### src/rtl/wb_tester_pkg.sv
// Shared types and constants for the Wishbone burst memory tester.
// Holds the FSM encoding, pattern mode codes and LFSR tap masks.
package wb_tester_pkg;

  typedef enum logic [2:0] {
    IDLE       = 3'd0,
    WR_BURST   = 3'd1,
    GAP        = 3'd2,
    READ_SEED  = 3'd3,
    READ_BURST = 3'd4,
    FINISH     = 3'd5
  } state_t;

  localparam logic [1:0] MODE_ADDR  = 2'd0;
  localparam logic [1:0] MODE_LFSR  = 2'd1;
  localparam logic [1:0] MODE_WALK  = 2'd2;
  localparam logic [1:0] MODE_NADDR = 2'd3;

  localparam logic [2:0] CTI_INCR   = 3'b010;
  localparam logic [2:0] CTI_END    = 3'b111;
  localparam logic [1:0] BTE_LINEAR = 2'b00;

  localparam logic [63:0] TAPS_8  = 64'h0000_0000_0000_00B8;
  localparam logic [63:0] TAPS_16 = 64'h0000_0000_0000_B400;
  localparam logic [63:0] TAPS_24 = 64'h0000_0000_00E1_0000;
  localparam logic [63:0] TAPS_32 = 64'h0000_0000_8020_0003;
  localparam logic [63:0] TAPS_64 = 64'hD800_0000_0000_0000;

  // Galois right-shift masks; other widths reuse the 32-bit mask.
  function automatic logic [63:0] lfsr_taps(input int w);
    logic [63:0] t;
    t = TAPS_32;
    if (w == 8)  t = TAPS_8;
    if (w == 16) t = TAPS_16;
    if (w == 24) t = TAPS_24;
    if (w == 64) t = TAPS_64;
    return t;
  endfunction

endpackage

### src/rtl/wb_burst_mem_tester_pattern.sv
// Test-pattern source: address, inverted address, LFSR or walking one.
// Owns the LFSR and walking-one state; load restarts the sequence.
module wb_pattern_gen
  import wb_tester_pkg::*;
#(
  parameter int          ADR_WIDTH  = 30,
  parameter int          DATA_WIDTH = 32,
  parameter logic [31:0] LFSR_SEED  = 32'hACE1_2345
) (
  input  logic                  clock,
  input  logic                  reset,
  input  logic [1:0]            mode,
  input  logic                  load,
  input  logic                  step,
  input  logic [ADR_WIDTH-1:0]  address,
  output logic [DATA_WIDTH-1:0] word
);

  localparam logic [DATA_WIDTH-1:0] TAPS =
    DATA_WIDTH'(lfsr_taps(DATA_WIDTH));

  logic [DATA_WIDTH-1:0] seed;
  logic [DATA_WIDTH-1:0] lfsr;
  logic [DATA_WIDTH-1:0] walk;

  for (genvar i = 0; i < DATA_WIDTH; i++) begin : g_seed
    assign seed[i] = LFSR_SEED[i % 32];
  end

  always_ff @(posedge clock) begin
    if (reset || load) begin
      lfsr <= seed;
      walk <= DATA_WIDTH'(1);
    end else if (step) begin
      lfsr <= (lfsr >> 1) ^ (lfsr[0] ? TAPS : '0);
      walk <= {walk[DATA_WIDTH-2:0], walk[DATA_WIDTH-1]};
    end
  end

  always_comb begin
    word = '0;
    unique case (mode)
      MODE_ADDR:  word = DATA_WIDTH'(address);
      MODE_LFSR:  word = lfsr;
      MODE_WALK:  word = walk;
      MODE_NADDR: word = ~DATA_WIDTH'(address);
      default:    word = '0;
    endcase
  end

endmodule

### src/rtl/wb_burst_mem_tester.sv
// Wishbone burst master that fills a memory region with a pattern,
// reads it back and reports mismatches.
module wb_burst_mem_tester
  import wb_tester_pkg::*;
#(
  parameter int          ADR_WIDTH  = 30,
  parameter int          DATA_WIDTH = 32,
  parameter int          BURST_LEN  = 8,
  parameter int          LEN_WIDTH  = 16,
  parameter int          TIMEOUT    = 1024,
  parameter logic [31:0] LFSR_SEED  = 32'hACE1_2345
) (
  input  logic                    clock,
  input  logic                    reset,
  input  logic                    start,
  input  logic [ADR_WIDTH-1:0]    base_adr,
  input  logic [LEN_WIDTH-1:0]    length,
  input  logic [1:0]              mode,
  output logic                    busy,
  output logic                    done,
  output logic                    aborted,
  output logic [LEN_WIDTH-1:0]    error_count,
  output logic [ADR_WIDTH-1:0]    first_err_adr,
  output logic [DATA_WIDTH-1:0]   first_err_exp,
  output logic [DATA_WIDTH-1:0]   first_err_got,
  output logic [ADR_WIDTH-1:0]    wishbone_adr,
  output logic [DATA_WIDTH-1:0]   wishbone_dat_w,
  input  logic [DATA_WIDTH-1:0]   wishbone_dat_r,
  output logic [DATA_WIDTH/8-1:0] wishbone_sel,
  output logic                    wishbone_cyc,
  output logic                    wishbone_stb,
  input  logic                    wishbone_ack,
  output logic                    wishbone_we,
  output logic [2:0]              wishbone_cti,
  output logic [1:0]              wishbone_bte,
  input  logic                    wishbone_err
);

  localparam int BW = $clog2(BURST_LEN + 1);
  localparam int TW = $clog2(TIMEOUT + 1);

  state_t                state;
  logic [ADR_WIDTH-1:0]  adr;
  logic [ADR_WIDTH-1:0]  base_q;
  logic [LEN_WIDTH-1:0]  len_q;
  logic [LEN_WIDTH-1:0]  rem;
  logic [BW-1:0]         beats;
  logic [TW-1:0]         tmo;
  logic [1:0]            mode_q;
  logic                  rd_phase;
  logic                  gen_load;
  logic                  gen_step;
  logic                  last_beat;
  logic                  timed_out;
  logic                  miss;
  logic [DATA_WIDTH-1:0] word;

  // Beats to the next aligned boundary also keep bursts off the wrap.
  function automatic logic [BW-1:0] burst_beats(
    input logic [ADR_WIDTH-1:0] a,
    input logic [LEN_WIDTH-1:0] r
  );
    logic [31:0] n;
    logic [31:0] b;
    b = 32'(BURST_LEN) - 32'(a & ADR_WIDTH'(BURST_LEN - 1));
    n = 32'(r);
    if (b < n) n = b;
    return BW'(n);
  endfunction

  wb_pattern_gen #(
    .ADR_WIDTH (ADR_WIDTH),
    .DATA_WIDTH(DATA_WIDTH),
    .LFSR_SEED (LFSR_SEED)
  ) u_pattern (
    .clock  (clock),
    .reset  (reset),
    .mode   (mode_q),
    .load   (gen_load),
    .step   (gen_step),
    .address(adr),
    .word   (word)
  );

  assign last_beat = beats == BW'(1);
  assign timed_out = !wishbone_ack && tmo == TW'(TIMEOUT - 1);
  assign miss      = wishbone_dat_r != word;
  assign gen_load  = (state == IDLE && start) || state == READ_SEED;
  assign gen_step  = wishbone_stb && wishbone_ack && !wishbone_err;

  assign wishbone_adr   = adr;
  assign wishbone_dat_w = wishbone_we ? word : '0;
  assign wishbone_sel   = '1;
  assign wishbone_bte   = BTE_LINEAR;
  assign wishbone_cti   = !wishbone_stb ? 3'b000 :
                          last_beat ? CTI_END : CTI_INCR;

  always_ff @(posedge clock) begin
    if (reset) begin
      state         <= IDLE;
      adr           <= '0;
      base_q        <= '0;
      len_q         <= '0;
      rem           <= '0;
      beats         <= '0;
      tmo           <= '0;
      mode_q        <= MODE_ADDR;
      rd_phase      <= 1'b0;
      busy          <= 1'b0;
      done          <= 1'b0;
      aborted       <= 1'b0;
      error_count   <= '0;
      first_err_adr <= '0;
      first_err_exp <= '0;
      first_err_got <= '0;
      wishbone_cyc  <= 1'b0;
      wishbone_stb  <= 1'b0;
      wishbone_we   <= 1'b0;
    end else begin
      done <= 1'b0;
      unique case (state)
        IDLE: begin
          if (start) begin
            base_q        <= base_adr;
            len_q         <= length;
            mode_q        <= mode;
            adr           <= base_adr;
            rem           <= length;
            beats         <= burst_beats(base_adr, length);
            tmo           <= '0;
            rd_phase      <= 1'b0;
            aborted       <= 1'b0;
            error_count   <= '0;
            first_err_adr <= '0;
            first_err_exp <= '0;
            first_err_got <= '0;
            if (length == '0) begin
              done  <= 1'b1;
              state <= FINISH;
            end else begin
              busy         <= 1'b1;
              wishbone_cyc <= 1'b1;
              wishbone_stb <= 1'b1;
              wishbone_we  <= 1'b1;
              state        <= WR_BURST;
            end
          end
        end
        WR_BURST, READ_BURST: begin
          if (wishbone_err || timed_out) begin
            wishbone_cyc <= 1'b0;
            wishbone_stb <= 1'b0;
            wishbone_we  <= 1'b0;
            aborted      <= 1'b1;
            busy         <= 1'b0;
            done         <= 1'b1;
            state        <= FINISH;
          end else if (wishbone_ack) begin
            adr   <= adr + ADR_WIDTH'(1);
            rem   <= rem - LEN_WIDTH'(1);
            beats <= beats - BW'(1);
            tmo   <= '0;
            if (!wishbone_we && miss) begin
              if (error_count != '1)
                error_count <= error_count + LEN_WIDTH'(1);
              if (error_count == '0) begin
                first_err_adr <= adr;
                first_err_exp <= word;
                first_err_got <= wishbone_dat_r;
              end
            end
            if (last_beat) begin
              wishbone_cyc <= 1'b0;
              wishbone_stb <= 1'b0;
              wishbone_we  <= 1'b0;
              // Final read beat skips the gap and completes directly.
              if (rd_phase && rem == LEN_WIDTH'(1)) begin
                busy  <= 1'b0;
                done  <= 1'b1;
                state <= FINISH;
              end else begin
                state <= GAP;
              end
            end
          end else begin
            tmo <= tmo + TW'(1);
          end
        end
        GAP: begin
          tmo   <= '0;
          beats <= burst_beats(adr, rem);
          if (rd_phase) begin
            wishbone_cyc <= 1'b1;
            wishbone_stb <= 1'b1;
            state        <= READ_BURST;
          end else if (rem != '0) begin
            wishbone_cyc <= 1'b1;
            wishbone_stb <= 1'b1;
            wishbone_we  <= 1'b1;
            state        <= WR_BURST;
          end else begin
            state <= READ_SEED;
          end
        end
        READ_SEED: begin
          adr          <= base_q;
          rem          <= len_q;
          beats        <= burst_beats(base_q, len_q);
          tmo          <= '0;
          rd_phase     <= 1'b1;
          wishbone_cyc <= 1'b1;
          wishbone_stb <= 1'b1;
          wishbone_we  <= 1'b0;
          state        <= READ_BURST;
        end
        FINISH: begin
          state <= IDLE;
        end
        default: begin
          state <= IDLE;
        end
      endcase
    end
  end

endmodule
### config.mk
export PLATFORM = sky130hd
export DESIGN_NAME = wb_burst_mem_tester
export DESIGN_NICKNAME = d
export VERILOG_FILES = /design/src/rtl/wb_tester_pkg.sv /design/src/rtl/wb_burst_mem_tester_pattern.sv /design/src/rtl/wb_burst_mem_tester.sv
export SDC_FILE = /design/constraint.sdc
export NUM_CORES = 1
export LEC_CHECK = 0
export ABC_AREA = 1
export BUFFER_PORTS_ARGS = -buffer_cell sky130_fd_sc_hd__buf_2
export CAP_MARGIN = 20
export CORE_UTILIZATION = 40
export CTS_CLUSTER_DIAMETER = 80
export DETAILED_ROUTE_END_ITERATION = 6
export PLACE_DENSITY = 0.62
export SETUP_SLACK_MARGIN = 0.5
export SLEW_MARGIN = 10
export SYNTH_ARGS = -nofsm -noshare
export SYNTH_HDL_FRONTEND = slang
export SYNTH_SLANG_ARGS = --single-unit
### constraint.sdc
create_clock -name clock -period 4.7 [get_ports clock]
set_clock_uncertainty 0.05 [all_clocks]
set_input_delay 0.94 -clock clock [delete_from_list [all_inputs] [get_ports clock]]
set_output_delay 0.94 -clock clock [all_outputs]
set_load 0.01 [all_outputs]
; Word-level counts from Yosys, hierarchy flattened
; Cells that the tools add are included.
[op_classes]
n_addsub = 8
magnitude_cmp = 3
n_eq_ne = 26
muxes = 82
n_bitwise = 2
n_reduce_logical = 36
[op_table]
columns = operator, n
row1 = $mux 32, 11
row2 = $mux 30, 8
row3 = $mux 16, 8
row4 = $pmux 32 s2, 2
row5 = $pmux 32 s4, 1
row6 = $lt 32x16->1, 3
row7 = $pmux 30 s3, 1
row8 = $pmux 30 s2, 1
row9 = $pmux 16 s3, 1
row10 = $mux 11, 3
row11 = $pmux 11 s3, 1
row12 = $logic_not 16->1, 2
row13 = $ne 32x32->1, 1
row14 = $not 30->32, 1
row15 = $pmux 16 s2, 1
row16 = $xor 31x32->32, 1
row17 = $add 30x1->30 const B, 1
row18 = $mux 3, 9
row19 = $mux 4, 6
row20 = $reduce_and 6->1, 4
row21 = $mux 1, 20
row22 = $ne 2x2->1 const B, 10
row23 = $add 16x1->16 const B, 1
row24 = $eq 16x1->1 const B, 1
row25 = other kinds (32), 59
[word_totals]
regBits = 292
in_bits = 85
output_inout_bits = 187
elab_cells = 177

; Longest topological paths before layout
[logic_depth]
depth_word = 8
ltp_mapped = 23
ltp_nobuf = 18

; Modules after synthesis
; From an unflattened synthesis, not the netlist that was laid out.
[unflattened]
hier_cells = 2551
area_unflattened_um2 = 16281.9
[modules_own_cells]
columns = module, n_inst, cells_each, area_each_um2, seq_area_each_um2
row1 = wb_burst_mem_tester, 1, 2057, 13051.3, 4564.4
row2 = wb_pattern_gen, 1, 494, 3230.6, 1281.2

; Worst setup path before layout
; No wires, ideal clock.
[synth_timing]
path_kind = input to register
startpoint = input port base_adr[0]
endpoint = register beats[2]
setup_time_ns = 0.125
arrival_time_ns = 2.322
path_slack_ns = 2.203
stages = 12
n_path_buf = 0
path_cell_list = inv_1 ha_1 ha_1 a21boi_0 o211ai_1 nand2_1 nand2_1 a21oi_1 o21ai_0 nand2_1 inv_1 a21oi_1
[synth_between]
elab_chain_len = 5
[synth_lines]
columns = item, line
row1 = "start, declared", wb_burst_mem_tester.sv:16  ; input logic [ADR_WIDTH-1:0] base_adr,
row2 = $sub 4x3->5 *, wb_burst_mem_tester.sv:65  ; b = 32'(BURST_LEN) - 32'(a & ADR_WIDTH'(BURST_LEN - 1));
row3 = $lt 32x16->1, wb_burst_mem_tester.sv:67  ; if (b < n) n = b;
row4 = $mux 4 *, wb_burst_mem_tester.sv:67
row5 = $mux 4 *, wb_burst_mem_tester.sv:123  ; if (start) begin
row6 = $pmux 4 s4 *, wb_burst_mem_tester.sv:121  ; unique case (state)
row7 = "end signal, assigned", wb_burst_mem_tester.sv:129  ; beats <= burst_beats(base_adr, length);
row8 = "end signal, assigned", wb_burst_mem_tester.sv:161  ; beats <= beats - BW'(1);
row9 = "end signal, assigned", wb_burst_mem_tester.sv:191  ; beats <= burst_beats(adr, rem);
row10 = "end, declared", wb_burst_mem_tester.sv:47  ; logic [BW-1:0] beats;
; Mark *: on every way between the ends. The rest lies on a longest branch, timed or not. The select of a mux whose other input is x is not followed.
; A chain may end at the register's enable or synchronous reset.

; Worst setup path after layout
[layout_timing]
startpoint = register mode_q[1]
endpoint = output port wishbone_dat_w[23]
[layout_between]
elab_chain_len = 3
[layout_lines]
columns = item, line
row1 = "start, declared", wb_burst_mem_tester.sv:49  ; logic [1:0] mode_q;
row2 = "start signal, assigned", wb_burst_mem_tester.sv:126  ; mode_q <= mode;
row3 = "$eq 2x2->1, or another cell as far along", wb_burst_mem_tester_pattern.sv:42  ; unique case (mode)
row4 = $pmux 32 s4 *, wb_burst_mem_tester_pattern.sv:42
row5 = $mux 32 *, wb_burst_mem_tester.sv:92  ; assign wishbone_dat_w = wishbone_we ? word : '0;
row6 = "end, declared", wb_burst_mem_tester.sv:27  ; output logic [DATA_WIDTH-1:0] wishbone_dat_w,
; Mark *: on every way between the ends. The rest lies on a longest branch, timed or not.

==> flow_summary.toml <==
[critical_path]
ff2ff_path_depth = 16
startpoint = "mode_q[1]"
crit_path_end_kind = "primary output"
worst_path_max_delay_cell = "dfxtp_2"
cp_max_fo = 30
r2r-end = "error_count[14]"
cpMostUsedCell = "nand2_1"
arrival_ns = 2.70
max_stage_delay_ns = 0.58
criticalPathCategory = "reg2out"
endpoint = "wishbone_dat_w[23]"
r2r_start = "mode_q[0]"
required_ns = 3.71
reg2reg_slack_ns = 1.10
worst_setup_path_start_kind = "flop"
path_cells = "inv_2 > nor2_4 > nand2_1 > nand3_1 > nand2_1 > nor2_1 > buf_2"

[synth]
syn_inst = 2516
async_reset_ff_frac = 0
synthXorXnorAreaFrac = 0.005446
synth_area_per_cell_sq_um = 6.392
ys.flop_type = "dfxtp_1"
yosys-mux-area-fraction = 0
seq_area_frac_synth = 0.3635
synthAdderAreaFrac = 0.01556
ys_types = 43
syn-cell-area_sq_mm = 0.01608
synth_top_family_by_area = "simple AND/OR/NAND/NOR gates"
ys_ff_latch = 292
synth_simple_gate_area_frac = 0.3317
synth_compound_area_frac = 0.1780
synth-edff-count = 0
yosys_warnings = 0

[cts]
ctsLongestPathBuffers = 3
cts_hold_buf = 0
postCtsSetupBuffers = 0
cts_sinks = 292
clkTransAtPathRegs_ns = 0.06
cts_made_buffers = 36
clk_latency_ns = 0.56
root_buffer = "clkbuf_16"
htreeDepth = 2
cts_tree = "yes"

[place]
post-dp-hpwl_mm = 41.82
port_buffers = 265
place_ws_ns = 0.9458
gp_congestion = 0.9496
place_area_sq_mm = 0.01761
placedCellCount = 3172

[timing]
max_freq_ghz = 0.2708
setup_ws_ns = 1.007
relSlewSlack = 0.3203
rsz0062_at_grt = "false"
fin_crit_sh = 0.7857
hold_viol_final = 0
tns_ns = 0
whs_ns = 0.3989
finalCriticalPeriod_ns = 3.693
slew_violations = 0
worst_pin_slew_ns = 1.018
setup_viol = 0

[min_path]
min_path_cells = 2
hold_path_class = "reg2reg"

[grt]
grt-ovfl-total = 0
gr-max-usage-layer = "met1"
use_met3 = 0.04029
grt_max_degree = 197
first_global_vias = 15328
met2_usage = 0.3996
antenna_found_initial = 5
met1_usage = 0.4028
grt_pass1_wl_mm = 88.60
grt.total_usage = 0.2747

[cells_and_area]
final_area_sq_mm = 0.01884
fillers = 4218
final_cell_mix = "nand2_1, dfxtp_1, nand3_1, buf_2, nor2_1"
layout_commonest_cell = "nand2_1"
final_util = 0.4742
drive_gt1_frac = 0.1397
fin_cells = 3243
area_growth_pct = 17.15
layout.nets = 2792

[drt]
wl_per_cell_um = 17.86
drt_wl_total_mm = 57.93
avgViaCountPerCell = 5.420
ant_nets = 0
num_vias = 17578
drc = 0
drt_iter0_drc = 1839
dr.pass1.iters = 6

[power]
ir_worst_vdd_uv = 561.5
leakage_nw = 8.462
power_mw = 13.53
power-per-cell-area_mw_per_mm2 = 717.9

[floorplan]
dieHeight_um = 202.5
die-area_sq_mm = 0.04101
die_x_um = 202.5
pin_count = 272
num_rows = 73
core-area_sq_mm = 0.03973
initial_core_util = 0.4048

[status]
outcome = "complete, no violations"

[flow_run]
maxCapViolCount = 0
==> final cells by class <==
cell class | count | area [sq um] | share of cell area
diodes | 5 | 12.51 | 0.0006641
clock buffers | 52 | 1031 | 0.05472
clock inverters | 12 | 150.1 | 0.007969
inverters | 233 | 877.1 | 0.04655
multi-input cells | 1828 | 8601 | 0.4565
flip-flops and latches | 292 | 5847 | 0.3103
well taps | 525 | 656.9 | 0.03486
repair buffers | 296 | 1667 | 0.08845
==> state kept, by name, indices dropped and copies added, names as in the netlist, 30 cells and up <==
| name | cells |
|---|---|
| base_q | 30 |
| first_err_adr | 30 |
| first_err_exp | 32 |
| first_err_got | 32 |
| u_pattern.lfsr | 32 |
| u_pattern.walk | 32 |
| wishbone_adr | 30 |
==> routing by layer <==
metal,up-vias,wire length [um]
met5,-,0
met4,0,2053
met3,99,5039
met2,789,24190
met1,8054,26650
li1,8636,-
==> how the worst min path moves through the flow <==
stage               start    endpoint  slack (ns)
2_1_floorplan  base_q[27]  base_q[27]        0.37
3_3_place_gp   base_q[20]  base_q[20]        0.39
3_5_place_dp   base_q[24]  base_q[24]        0.39
4_1_cts        base_q[24]  base_q[24]        0.40
5_1_grt        base_q[24]  base_q[24]        0.42
6_report        base_q[5]   base_q[5]        0.40
==> critical path, delay by kind of cell, from the launching register on <==
family / cells / cell delay, ns
and+or+nand+nor: 5 / 1.07
DFF: 1 / 0.58
buffers and inverters: 2 / 0.50
==> Yosys cell counts, types with 8 or more instances <==
cell type  number  share of area
nand2_1       644           0.15
dfxtp_1       292           0.36
nand3_1       273          0.085
nor2_1        265          0.062
a21oi_1       260          0.081
inv_1         221          0.052
o21ai_0       153          0.048
clkbuf_1      100          0.023
buf_2          31         0.0096
nor3_1         29         0.0090
nand4_1        23         0.0089
o211ai_1       22          0.010
ha_1           20          0.016
a211oi_1       15         0.0070
nand3b_1       15         0.0070
buf_6          14         0.0098
buf_4          13         0.0061
o21ai_1        12         0.0037
nor4_1         11         0.0043
o221ai_1       10         0.0054
a31oi_1         9         0.0035
buf_1           9         0.0021
or2_2           8         0.0031
==> cells by family (layout without fill, tap and decap cells) <==
kind of cell / Yosys count / count (layout)
xor gates and xnor gates: 10 / 10
buffers and inverters: 400 / 593
DFF: 292 / 292
AOI/OAI and AO/OA: 519 / 519
other: 2 / 11
adders and majority gates: 20 / 20
and+or+nand+nor: 1273 / 1273
==> what timing repair did <==
action	4_1_cts	5_1_grt
setup endpoints to repair	0	24
resized for setup	0	1
hold endpoints to repair	0	0
==> report_power, final <==
| part | internal, mW | leakage [nW] | switching [mW] |
|---|---|---|---|
| sequential | 3.11 | 2.40 | 0.586 |
| combinational | 2.35 | 5.49 | 4.69 |
| clock | 1.65 | 0.579 | 1.14 |
Power figures use the tool's default switching activity.
